--- src/rtl/muldiv_pkg.sv ---
// muldiv_pkg
// Shared constants and types for the MIPS multiply/divide unit.
//   OP_RTYPE        : opcode of all R-type instructions handled here
//   FN_*            : funct codes for mult/div and the HI/LO move ops
//   muldiv_state_t  : sequencer states (IDLE, CALC, FIX)
//   isRecognised()  : true when an opcode/funct pair belongs to this unit
package muldiv_pkg;

  localparam logic [5:0] OP_RTYPE = 6'h00;

  localparam logic [5:0] FN_MFHI  = 6'h10;
  localparam logic [5:0] FN_MTHI  = 6'h11;
  localparam logic [5:0] FN_MFLO  = 6'h12;
  localparam logic [5:0] FN_MTLO  = 6'h13;
  localparam logic [5:0] FN_MULT  = 6'h18;
  localparam logic [5:0] FN_MULTU = 6'h19;
  localparam logic [5:0] FN_DIV   = 6'h1A;
  localparam logic [5:0] FN_DIVU  = 6'h1B;

  typedef enum logic [1:0] {IDLE, CALC, FIX} muldiv_state_t;

  // Anything outside this set is invisible to the unit: no stall, no effect.
  function automatic logic isRecognised(input logic [5:0] op, input logic [5:0] fn);
    return (op == OP_RTYPE) &&
           (fn inside {FN_MFHI, FN_MTHI, FN_MFLO, FN_MTLO,
                       FN_MULT, FN_MULTU, FN_DIV, FN_DIVU});
  endfunction

endpackage

--- src/rtl/muldiv_step.sv ---
// muldiv_step
// One combinational iteration of the sequential multiplier/divider.
//   isDiv_i : 0 = shift-add multiply step, 1 = restoring divide step
//   acc_i   : high accumulator (partial product high half / partial remainder)
//   mq_i    : multiplier-and-low-product, or dividend-and-quotient register
//   opnd_i  : multiplicand (mult) or divisor (div), both unsigned magnitudes
//   acc_o, mq_o : register values after this step
module muldiv_step #(
  parameter int WIDTH = 32
) (
  input  logic             isDiv_i,
  input  logic [WIDTH-1:0] acc_i,
  input  logic [WIDTH-1:0] mq_i,
  input  logic [WIDTH-1:0] opnd_i,
  output logic [WIDTH-1:0] acc_o,
  output logic [WIDTH-1:0] mq_o
);

  logic [WIDTH:0] sum;
  logic [WIDTH:0] shifted;
  logic [WIDTH:0] diff;

  // Multiply: add the multiplicand when the current multiplier bit is set,
  // then shift {carry, acc, mq} right by one; the product fills in from the top.
  // Divide: shift the next dividend bit into the remainder and try subtracting
  // the divisor. The remainder is always below the divisor, so the shifted value
  // fits in WIDTH+1 bits and the top bit of the difference is a clean borrow.
  always_comb begin
    sum     = {1'b0, acc_i} + (mq_i[0] ? {1'b0, opnd_i} : '0);
    shifted = {acc_i, mq_i[WIDTH-1]};
    diff    = shifted - {1'b0, opnd_i};
    acc_o   = sum[WIDTH:1];
    mq_o    = {sum[0], mq_i[WIDTH-1:1]};
    if (isDiv_i) begin
      if (!diff[WIDTH]) begin
        acc_o = diff[WIDTH-1:0];
        mq_o  = {mq_i[WIDTH-2:0], 1'b1};
      end else begin
        acc_o = shifted[WIDTH-1:0];
        mq_o  = {mq_i[WIDTH-2:0], 1'b0};
      end
    end
  end

endmodule

--- src/rtl/muldiv_unit.sv ---
// muldiv_unit
// Iterative multiply/divide unit with architectural HI/LO for the MIPS EX stage.
//   clk, rst_n          : clock, asynchronous active-low reset
//   valid_i             : instruction present in EX
//   opcode, funct       : R-type decode fields
//   rs_val, rt_val      : operands (dividend/multiplicand, divisor/multiplier)
//   flush_i             : abort any in-flight operation
//   stall_o             : hold EX while a recognised op waits on a busy unit
//   result_o            : registered mfhi/mflo data
//   result_valid_o      : one-cycle pulse qualifying result_o
//   busy_o              : mult/div in progress
//   hi_o, lo_o          : current HI/LO contents
// Build option: define MULDIV_FAST_MULT_EN to replace the iterative multiply
// with a single-cycle array multiplier (mult goes straight from IDLE to FIX).
module muldiv_unit
  import muldiv_pkg::*;
#(
  parameter int WIDTH = 32
) (
  input  logic             clk,
  input  logic             rst_n,
  input  logic             valid_i,
  input  logic [5:0]       opcode,
  input  logic [5:0]       funct,
  input  logic [WIDTH-1:0] rs_val,
  input  logic [WIDTH-1:0] rt_val,
  input  logic             flush_i,
  output logic             stall_o,
  output logic [WIDTH-1:0] result_o,
  output logic             result_valid_o,
  output logic             busy_o,
  output logic [WIDTH-1:0] hi_o,
  output logic [WIDTH-1:0] lo_o
);

  localparam int CNT_W = $clog2(WIDTH);

  muldiv_state_t    state_q;
  logic [WIDTH-1:0] hi_q, lo_q, result_q;
  logic             resultValid_q;
  logic [WIDTH-1:0] acc_q, mq_q, opnd_q;
  logic [CNT_W-1:0] cnt_q;
  logic             isDiv_q, negLo_q, negHi_q;

  logic             recognised, accept, signedOp, rsNeg, rtNeg;
  logic [WIDTH-1:0] rsAbs, rtAbs;
  logic [WIDTH-1:0] acc_d, mq_d;
  logic [WIDTH-1:0] fixHi_d, fixLo_d;
  logic [2*WIDTH-1:0] prodNeg;

  assign recognised     = valid_i & isRecognised(opcode, funct);
  assign busy_o         = (state_q != IDLE);
  assign stall_o        = recognised & busy_o & ~flush_i;
  assign accept         = recognised & ~busy_o & ~flush_i;
  assign result_o       = result_q;
  assign result_valid_o = resultValid_q;
  assign hi_o           = hi_q;
  assign lo_o           = lo_q;

  // The datapath works on magnitudes; signs are reapplied in FIX.
  assign signedOp = (funct == FN_MULT) | (funct == FN_DIV);
  assign rsNeg    = signedOp & rs_val[WIDTH-1];
  assign rtNeg    = signedOp & rt_val[WIDTH-1];
  assign rsAbs    = rsNeg ? -rs_val : rs_val;
  assign rtAbs    = rtNeg ? -rt_val : rt_val;

`ifdef MULDIV_FAST_MULT_EN
  logic [2*WIDTH-1:0] fastProd;
  assign fastProd = {{WIDTH{1'b0}}, rsAbs} * {{WIDTH{1'b0}}, rtAbs};
`endif

  muldiv_step #(.WIDTH(WIDTH)) uStep (
    .isDiv_i (isDiv_q),
    .acc_i   (acc_q),
    .mq_i    (mq_q),
    .opnd_i  (opnd_q),
    .acc_o   (acc_d),
    .mq_o    (mq_d)
  );

  // Sign correction: the product is negated as one 2*WIDTH value; for divide
  // the quotient follows the XOR of signs, the remainder follows the dividend.
  always_comb begin
    fixHi_d = acc_q;
    fixLo_d = mq_q;
    prodNeg = -{acc_q, mq_q};
    if (isDiv_q) begin
      if (negLo_q) fixLo_d = -mq_q;
      if (negHi_q) fixHi_d = -acc_q;
    end else if (negLo_q) begin
      {fixHi_d, fixLo_d} = prodNeg;
    end
  end

  // Sequencer, HI/LO and result registers. Flush wins over everything and
  // leaves HI/LO untouched. A divide by zero preloads HI <- rs and LO <- ones
  // with sign correction disabled and goes straight to FIX.
  always_ff @(posedge clk or negedge rst_n) begin
    if (!rst_n) begin
      state_q       <= IDLE;
      hi_q          <= '0;
      lo_q          <= '0;
      result_q      <= '0;
      resultValid_q <= 1'b0;
      acc_q         <= '0;
      mq_q          <= '0;
      opnd_q        <= '0;
      cnt_q         <= '0;
      isDiv_q       <= 1'b0;
      negLo_q       <= 1'b0;
      negHi_q       <= 1'b0;
    end else begin
      resultValid_q <= 1'b0;
      if (flush_i) begin
        state_q <= IDLE;
      end else begin
        case (state_q)
          IDLE: begin
            if (accept) begin
              case (funct)
                FN_MTHI: hi_q <= rs_val;
                FN_MTLO: lo_q <= rs_val;
                FN_MFHI: begin
                  result_q      <= hi_q;
                  resultValid_q <= 1'b1;
                end
                FN_MFLO: begin
                  result_q      <= lo_q;
                  resultValid_q <= 1'b1;
                end
                FN_MULT, FN_MULTU: begin
                  isDiv_q <= 1'b0;
                  negLo_q <= rsNeg ^ rtNeg;
                  negHi_q <= 1'b0;
                  opnd_q  <= rsAbs;
                  cnt_q   <= '0;
`ifdef MULDIV_FAST_MULT_EN
                  {acc_q, mq_q} <= fastProd;
                  state_q       <= FIX;
`else
                  acc_q   <= '0;
                  mq_q    <= rtAbs;
                  state_q <= CALC;
`endif
                end
                FN_DIV, FN_DIVU: begin
                  isDiv_q <= 1'b1;
                  cnt_q   <= '0;
                  opnd_q  <= rtAbs;
                  if (rt_val == '0) begin
                    acc_q   <= rs_val;
                    mq_q    <= '1;
                    negLo_q <= 1'b0;
                    negHi_q <= 1'b0;
                    state_q <= FIX;
                  end else begin
                    acc_q   <= '0;
                    mq_q    <= rsAbs;
                    negLo_q <= rsNeg ^ rtNeg;
                    negHi_q <= rsNeg;
                    state_q <= CALC;
                  end
                end
                default: ;
              endcase
            end
          end
          CALC: begin
            acc_q <= acc_d;
            mq_q  <= mq_d;
            cnt_q <= cnt_q + CNT_W'(1);
            if (cnt_q == CNT_W'(WIDTH - 1)) state_q <= FIX;
          end
          FIX: begin
            hi_q    <= fixHi_d;
            lo_q    <= fixLo_d;
            state_q <= IDLE;
          end
          default: state_q <= IDLE;
        endcase
      end
    end
  end

endmodule

--- config.mk ---
export PLATFORM = sky130hd
export DESIGN_NAME = muldiv_unit
export DESIGN_NICKNAME = d
export VERILOG_FILES = /design/src/rtl/muldiv_pkg.sv /design/src/rtl/muldiv_step.sv /design/src/rtl/muldiv_unit.sv
export SDC_FILE = /design/constraint.sdc
export NUM_CORES = 1
export LEC_CHECK = 0
export ABC_AREA = 1
export ABC_CLOCK_PERIOD_IN_PS = 7400
export CORE_MARGIN = 2
export CORE_UTILIZATION = 35
export CTS_BUF_LIST = sky130_fd_sc_hd__clkbuf_2 sky130_fd_sc_hd__clkbuf_4 sky130_fd_sc_hd__clkbuf_8
export DETAILED_ROUTE_END_ITERATION = 16
export HOLD_SLACK_MARGIN = 0.1
export SKIP_CTS_REPAIR_TIMING = 1
export SLEW_MARGIN = 10
export SYNTH_ARGS = -nofsm -noshare
export SYNTH_HDL_FRONTEND = slang
export SYNTH_HIERARCHICAL = 1
export SYNTH_SLANG_ARGS = --single-unit
export TNS_END_PERCENT = 10
--- constraint.sdc ---
create_clock -name clk -period 7.4 [get_ports clk]
set_input_delay 0.74 -clock clk [delete_from_list [all_inputs] [get_ports clk]]
set_output_delay 0.74 -clock clk [all_outputs]
set_load 0.03 [all_outputs]
==> results.txt, run 1 <==
- Critical-path cell list: nor2_4 > buf_4 > inv_1 > o21ai_1 > nand3_2 > clkinv_1 > o21ai_0 > nand2_1
- Fmax achieved: 270.6 MHz
- Summed over all cells, the static leakage comes to 0.01212 uW.
- For this configuration, the core starts out at a cell density of 0.3526.
* Combined global-route utilization of all metal layers: 0.3040
- Synthesized instance count: 3468
- TritonCTS built the clock tree.
- Measured slew at the worst slew-check pin: 1069 ps
- The Yosys step of the flow raised 6 warnings.
- RR Endpoint: lo_o[0]$_DFFE_PN0P_
- For this run, the register share of the synthesized area comes to 0.2455.
- For flop-to-flop paths, the worst setup slack is 3700 ps.
- Area growth from synthesis to layout: 15.58%
- The number of clock buffers added by TritonCTS is 39.
- Per-instance average area after synthesis: 5.966 sq um
* Maximum number of pins on one net before global-route repair: between 150 and 200
* Setup TNS: 0 ps
* Fill cells: 6486
- Setup crit end kind: flip-flop
- For this run the aggregate overflow at the end of global routing stands at 0.
- Worst r2r path cells: 8
- Chip width: about 250 um
- Floorplan die area: about 0.06 sq mm
- Number of synthesized flops with an enable pin: 0
- The worst hold path begins at result_o[3]$_DFFE_PN0P_.
- Number of buffers added on ports: 178
- After synthesis, the share of flip-flops with an asynchronous set or reset is 1.000.
- Synthesized Nets: 3620
- Critical path data arrival time: 4210 ps
- Delay-heaviest family, CP: buffers and inverters
* Slew HR: 0.2863
- The detailed router placed 24100 vias in this run.
* H-Tree Depth: 2
- First-pass GRT wire length: 139.9 mm
* Share of the clock period used by the worst path: 0.4995
* Cell with the largest stage delay on the worst path: sky130_fd_sc_hd__buf_4
* Launch instance of the worst register-to-register path: state_q[0]$_DFFE_PN0P_
- Primary FF master, synth: sky130_fd_sc_hd__dfrtp_1
- The number of hold-slack violations in the final timing report came to 0.
* Detailed Routing Iterations Pass 1: 8
- Root cell of the clock tree: sky130_fd_sc_hd__clkbuf_8
* Setup repair after global routing missed its margin: no
* Max-slew violations: 0
* Vert. Die Dim: 247.1 um
* Boundary pin count: 179
- Across the VDD grid, the largest voltage drop is 142.4 uV.
* Core utilization of the finished layout: 0.4075
- Setup violations remaining at the end of the flow were counted as 0.
* Clock Skew: 42.55 ps
* Min cycle time layout: 3696 ps
- The congestion estimate from routability-driven global placement came to slightly above 1.
- For the worst setup path, the data required time is 7920 ps.
- The total area inside the core boundary comes to 0.05869 sq mm.
- The critical path contains buffers and inverters numbering 3 combined.
- Power density of the placed cells: 153.6 mW/mm^2
- Later-pin clock latency in the skew report: between 600 and 700 ps
- After floorplanning, the core was divided into 89 placement rows.
* # clock sinks: 203
- The via count of the first global-routing pass is 22300.
- Antenna violations before repair: 2
* Maximum cell stage delay along the critical path: 710 ps
- Critical path depth in cells: 8
- Fraction of final layout cells with drive strength greater than 1: 0.05585
* Worst setup SP type: flip-flop
* Per-cell routed wire length: around 21 um
- In this run, synthesis produced a sequential element count of between 200 and 250.
- After detailed routing, the number of remaining DRC violations is 0.
* Cells on Worst Hold Path: 2
- The worst hold path belongs to the class reg2reg.
- Clock-pin slew was measured on the worst setup and hold paths at about 60 ps.
- The netlist uses 55 different library cells.
* Worst min-delay path endpoint: result_o[3]$_DFFE_PN0P_
* Detailed placement HPWL: 75.84 mm
- In the routed layout, each cell is associated on average with a via count of 5.488.
- Routed wire length: approximately 94 mm
- In this run the deepest clock path goes through 3 buffers.
* NumNets Final: between 3000 and 4000
- In this run the remaining antenna-violating nets after routing total 0.
- The synthesized netlist occupies a cell area of 0.02069 sq mm.
- Count of routing violations after the opening detailed-route iteration: just over 3000
- Largest driver fanout on the critical path: 85
- The worst setup path is of the reg2reg kind.
- Across the run, the number of max-cap violations was 0.
- The run finished with clean final reports.
## layout by cell type, fill, tap and decap left out, drive strengths merged, types with 25 or more instances in the layout
cell type	n
a21oi	150
xor2	46
clkbuf	63
nor2	409
nand2	1154
a22oi	53
dfrtp	203
nand4	36
clkdlybuf4s50	177
nor3	25
inv	468
o211ai	51
ha	70
nand3	369
o21ai	142
## cell usage after synthesis (13+ instances only)
library cell	number	area (sq um)
sky130_fd_sc_hd__nor2_2	19	118.9
sky130_fd_sc_hd__clkbuf_1	63	236.5
sky130_fd_sc_hd__a21boi_1	13	97.59
sky130_fd_sc_hd__a31oi_1	24	150.1
sky130_fd_sc_hd__o21ai_0	123	615.6
sky130_fd_sc_hd__nand3b_1	19	142.6
sky130_fd_sc_hd__inv_2	14	52.55
sky130_fd_sc_hd__dfrtp_1	203	5080
sky130_fd_sc_hd__nand2_1	1116	4189
sky130_fd_sc_hd__buf_4	15	112.6
sky130_fd_sc_hd__or2_2	16	100.1
sky130_fd_sc_hd__nand4_1	36	225.2
sky130_fd_sc_hd__nand3_1	362	1812
sky130_fd_sc_hd__inv_1	453	1700
sky130_fd_sc_hd__buf_2	20	100.1
sky130_fd_sc_hd__nand2_2	28	175.2
sky130_fd_sc_hd__a21oi_1	147	735.7
sky130_fd_sc_hd__ha_1	70	875.8
sky130_fd_sc_hd__nor2_1	380	1426
sky130_fd_sc_hd__a2bb2oi_1	15	131.4
sky130_fd_sc_hd__xor2_1	46	402.9
sky130_fd_sc_hd__o22ai_1	21	131.4
sky130_fd_sc_hd__a22oi_1	53	397.9
sky130_fd_sc_hd__o211ai_1	50	375.4
sky130_fd_sc_hd__o21ai_1	18	90.09
sky130_fd_sc_hd__nor3_1	24	120.1
## through the flow
stage	setup WS, ps	cells	total power, uW	instance area, sq um	hold WS (ps)
after floorplan	4717	3468	1952	20690	444.4
after global placement	3802	4321	2376	23010	464.1
after detailed placement	3759	4321	2376	23010	465.1
after CTS	3725	4389	3664	23900	76.73
after global routing	3304	4390	3847	23910	494.8
final	3704	4391	3673	23910	476.1
## registers in the layout (all words and copies together), names as in the netlist
signal          count
opnd_q             32
result_o           32
negHi_q             1
cnt_q               5
negLo_q             1
lo_o               32
acc_q              32
result_valid_o      1
isDiv_q             1
hi_o               32
state_q             2
mq_q               32
## per-layer routing
metal	wire (um)	vias up	track usage
met3	8113	188	0.05448
li1	-	11440	-
met2	41880	1133	0.4798
met5	15	-	0
met4	3631	4	0.1079
met1	40010	11330	0.4148
## kinds of logic (layout without fill, tap and decap cells)
logic type,count (synthesis),after routing,synth area share
adders and majority gates,72,72,0.04427
xor gates and xnor gates,58,58,0.02455
and+or+nand+nor,2040,2040,0.4222
AOI/OAI and AO/OA,508,508,0.1493
buffers and inverters,587,736,0.1142
DFF,203,203,0.2455
other,0,1,0
## worst min-delay path, cell delays in order (launching register included)
cell and delay, ps:
sky130_fd_sc_hd__dfrtp_1 340, sky130_fd_sc_hd__nand2_1 50, sky130_fd_sc_hd__nand2_1 50
## power breakdown
group / total [uW] / internal (uW) / switching (uW)
Combinational: 1060 / 351 / 712
Sequential: 1320 / 1170 / 148
Clock: 1290 / 757 / 534
Total: 3670 / 2280 / 1390
## area by class of cell
type,instances,area (sq um),area share
Antenna cell,1,2.502,0.0001046
Clock inverter,6,88.84,0.003715
Inverter,472,1774,0.07419
Multi-Input combinational cell,2678,13260,0.5545
Timing Repair Buffer,196,1936,0.08094
Clock buffer,62,803.3,0.03359
Tap cell,773,967.2,0.04044
Sequential cell,203,5081,0.2125
## worst max path at each step
stage,from,endpoint,slack [ps]
global placement,state_q[0]$_DFFE_PN0P_,lo_o[0]$_DFFE_PN0P_,3800
global route,state_q[1]$_DFFE_PN0P_,lo_o[0]$_DFFE_PN0P_,3300
finish,state_q[0]$_DFFE_PN0P_,lo_o[0]$_DFFE_PN0P_,3700
CTS,state_q[0]$_DFFE_PN0P_,lo_o[0]$_DFFE_PN0P_,3730
floorplan,mq_q[0]$_DFFE_PN0P_,acc_q[11]$_DFFE_PN0P_,4720
detailed placement,state_q[0]$_DFFE_PN0P_,lo_o[0]$_DFFE_PN0P_,3760
(Power assumes the default switching activity.)
==> run 2, diff against run 1 <==
--- a/config.mk
+++ b/config.mk
@@ -6,7 +6,7 @@
 export NUM_CORES = 1
 export LEC_CHECK = 0
 export ABC_AREA = 1
-export ABC_CLOCK_PERIOD_IN_PS = 7400
+export ABC_CLOCK_PERIOD_IN_PS = 3200
 export CORE_MARGIN = 2
 export CORE_UTILIZATION = 35
 export CTS_BUF_LIST = sky130_fd_sc_hd__clkbuf_2 sky130_fd_sc_hd__clkbuf_4 sky130_fd_sc_hd__clkbuf_8
==> constraint.sdc (replaced) <==
create_clock -name clk -period 3.2 [get_ports clk]
set_input_delay 0.32 -clock clk [delete_from_list [all_inputs] [get_ports clk]]
set_output_delay 0.32 -clock clk [all_outputs]
set_load 0.03 [all_outputs]
==> results.txt, run 2 (synthesis gave the netlist of run 1 again) <==
- Combined global-route utilization of all metal layers: 0.3171 (+0.01309)
* Req. time, crit path: 3650 ps (-4270 ps)
- Max-slew violations: 0 (unchanged)
- Hold violation count in the final report: 0 (unchanged)
* Min cycle time layout: 2984 ps (-711.9 ps)
- Maximum number of pins on one net before global-route repair: 88 (-42%)
- The initial antenna violation count was 3 (+1).
- The worst hold path belongs to the class in2async.
* Cell Area, Placed: 0.02380 sq mm (+3.4%)
* DR vias: 24710 (+2.5%)
* Leakage: 0.01261 uW (+4.0%)
- The initial standard-cell utilization of the core is 0.3526 (unchanged).
* Fmax achieved: 335.1 MHz (+24%)
- The number of placed cells counting well taps is 4419 (+2.3%).
* TritonCTS Buffers: 40 (+2.6%)
- Power density of the placed cells: 347.9 mW/mm^2 (+130%)
* Later-pin clock latency in the skew report: 610 ps (about the same)
- Core utilization of the finished layout: 0.4200 (+0.01249)
* H-Tree Depth: 2 (unchanged)
* Count of routing violations after the opening detailed-route iteration: 3215 (+6.0%)
- Count of placed standard cells in the final layout, fillers left out: 4489 (+2.2%)
- Pre-CTS setup slack: 221.0 ps (-3538 ps)
- Critical Setup Path Class: reg2reg
- Crit path setup slack, layout: 215.8 ps (-3488 ps)
- Area growth from synthesis to layout: 19.13%
- First-pass GRT wire length: 143.2 mm (+2.4%)
- Chip width: 247.1 um (unchanged)
- The placer congestion estimate came to 1.069 (+5.3%).
- The number of placement rows came to 89 (unchanged).
- Number of design rule violations left after detail routing: 0 (unchanged)
- The worst setup path is captured at a flip-flop.
- Detailed Routing Iterations Pass 1: 7 (-1)
* Per-cell routed wire length: 21.92 um (+2.8%)
- The maximum clock skew at final layout was 35.01 ps (-7.540 ps).
- The floorplan die height came to 247.1 um (unchanged).
* TritonCTS clock tree: built
- The TritonCTS sink count came to 203 (unchanged).
- Number of global-route vias before repair: 22490 (+0.85%)
- Most common cell after layout, fill and taps aside: sky130_fd_sc_hd__nand2_1
* Final setup fails: 0 (unchanged)
- Boundary pin count: 179 (unchanged)
- The post-route cell area was 0.02465 sq mm (+3.1%).
* Routed wire length: 98.39 mm (+5.1%)
- Via-to-Cell Ratio: 5.505 (+0.30%)
* Largest driver fanout on the critical path: 17 (-80%)
- Max-cap check violation count: 0 (unchanged)
* Clock Path Buffers: 3 (unchanged)
- The maximum ir drop on the vdd rail was 259.4 uV (+82%).
- Outcome: finished, final reports clean
- The setup TNS is 0 ps (unchanged).
* Number of buffers added on ports: 178 (unchanged)
- The final global-route overflow total came to 0 (unchanged).
* Measured slew at the worst slew-check pin: 802.4 ps (-267.0 ps)
- The final critical-path share of the clock period was 0.9326 (+0.4331).
* Leading cell types in the layout, fill and taps excluded: 1116 x sky130_fd_sc_hd__nand2_1, 453 x sky130_fd_sc_hd__inv_1, 380 x sky130_fd_sc_hd__nor2_1
- The post-CTS clock slew at the launch and capture registers of the worst setup and hold paths was 60 ps (about the same).
* NumNets Final: 3841 (+2.6%)
- Worst r2r path cells: 19 (+11)
- Worst setup SP type: flip-flop
- Fraction of final layout cells with drive strength greater than 1: 0.08102 (+0.02518)
- Remaining antenna violation count: 0 (unchanged)
- The worst relative slew slack came to 0.4650 (+0.1788).
- The floorplan die area came to 0.06108 sq mm (unchanged).
- Core Region: 0.05869 sq mm (unchanged)
* Critical path data arrival time: 3430 ps (-780 ps)
* Root cell of the clock tree: sky130_fd_sc_hd__clkbuf_8
- Detailed placement HPWL: 81.24 mm (+7.1%)
run 2: layer usage:
layer	up-vias	global-route usage	part of all wire
met5	-	0	0.00035
met4	4	0.1795	0.064
met3	267	0.05351	0.096
met2	1334	0.4764	0.42
met1	11460	0.4290	0.42
li1	11650	-	-
run 2: report_power, final:
group	leakage (uW)	total [uW]	switching (uW)	internal, uW
registers	0.00248	2950	242	2710
logic	0.00969	2780	1870	911
clock network	0.000441	2840	1220	1620
run 2: final timing paths:
kind / to / from / slack, ps
setup / recovery: acc_q[30]$_DFFE_PN0P_ / mq_q[31]$_DFFE_PN0P_ / 220
hold / removal: result_o[4]$_DFFE_PN0P_ / rst_n / 360
setup reg to reg: acc_q[30]$_DFFE_PN0P_ / mq_q[31]$_DFFE_PN0P_ / 220
hold reg to reg: result_o[2]$_DFFE_PN0P_ / result_o[2]$_DFFE_PN0P_ / 480
max in group asynchronous: result_o[24]$_DFFE_PN0P_ / rst_n / 2020
min in group clk: acc_q[10]$_DFFE_PN0P_ / rs_val[10] / 440
run 2: layout make-up:
type / count / area, sq um
clock buffer: 60 / 732.0
timing repair buffer: 294 / 2721
inverter: 472 / 1774
clock inverter: 8 / 96.34
antenna: 1 / 2.502
sequential: 203 / 5081
fill: 6418 / 34040
tap: 773 / 967.2
multi-input combinational: 2678 / 13270
run 2: metrics by stage:
stage               hold slack, ps  total power (uW)
floorplan                    24.41              4513
global placement             439.6              5693
detailed placement           439.8              5687
CTS                         -200.7              8542
global route                 423.1              8949
finish                       361.0              8575
run 2: worst max-delay path, stage by stage, from the launching register on:
cell and delay [ps]:
sky130_fd_sc_hd__dfrtp_1 390, sky130_fd_sc_hd__inv_1 100, sky130_fd_sc_hd__ha_1 240, sky130_fd_sc_hd__fa_1 470, sky130_fd_sc_hd__inv_1 110, sky130_fd_sc_hd__nand2_1 70
sky130_fd_sc_hd__nand2_1 100, sky130_fd_sc_hd__nand3_1 90, sky130_fd_sc_hd__nand2_2 110, sky130_fd_sc_hd__nand2_2 70, sky130_fd_sc_hd__nand2_4 70, sky130_fd_sc_hd__nand2_4 90
sky130_fd_sc_hd__nand2_4 100, sky130_fd_sc_hd__nand2_4 140, sky130_fd_sc_hd__nand3_1 240, sky130_fd_sc_hd__nand2_1 110, sky130_fd_sc_hd__nand2_1 80, sky130_fd_sc_hd__nand2_1 50
sky130_fd_sc_hd__a21oi_1 140, sky130_fd_sc_hd__a22oi_1 90
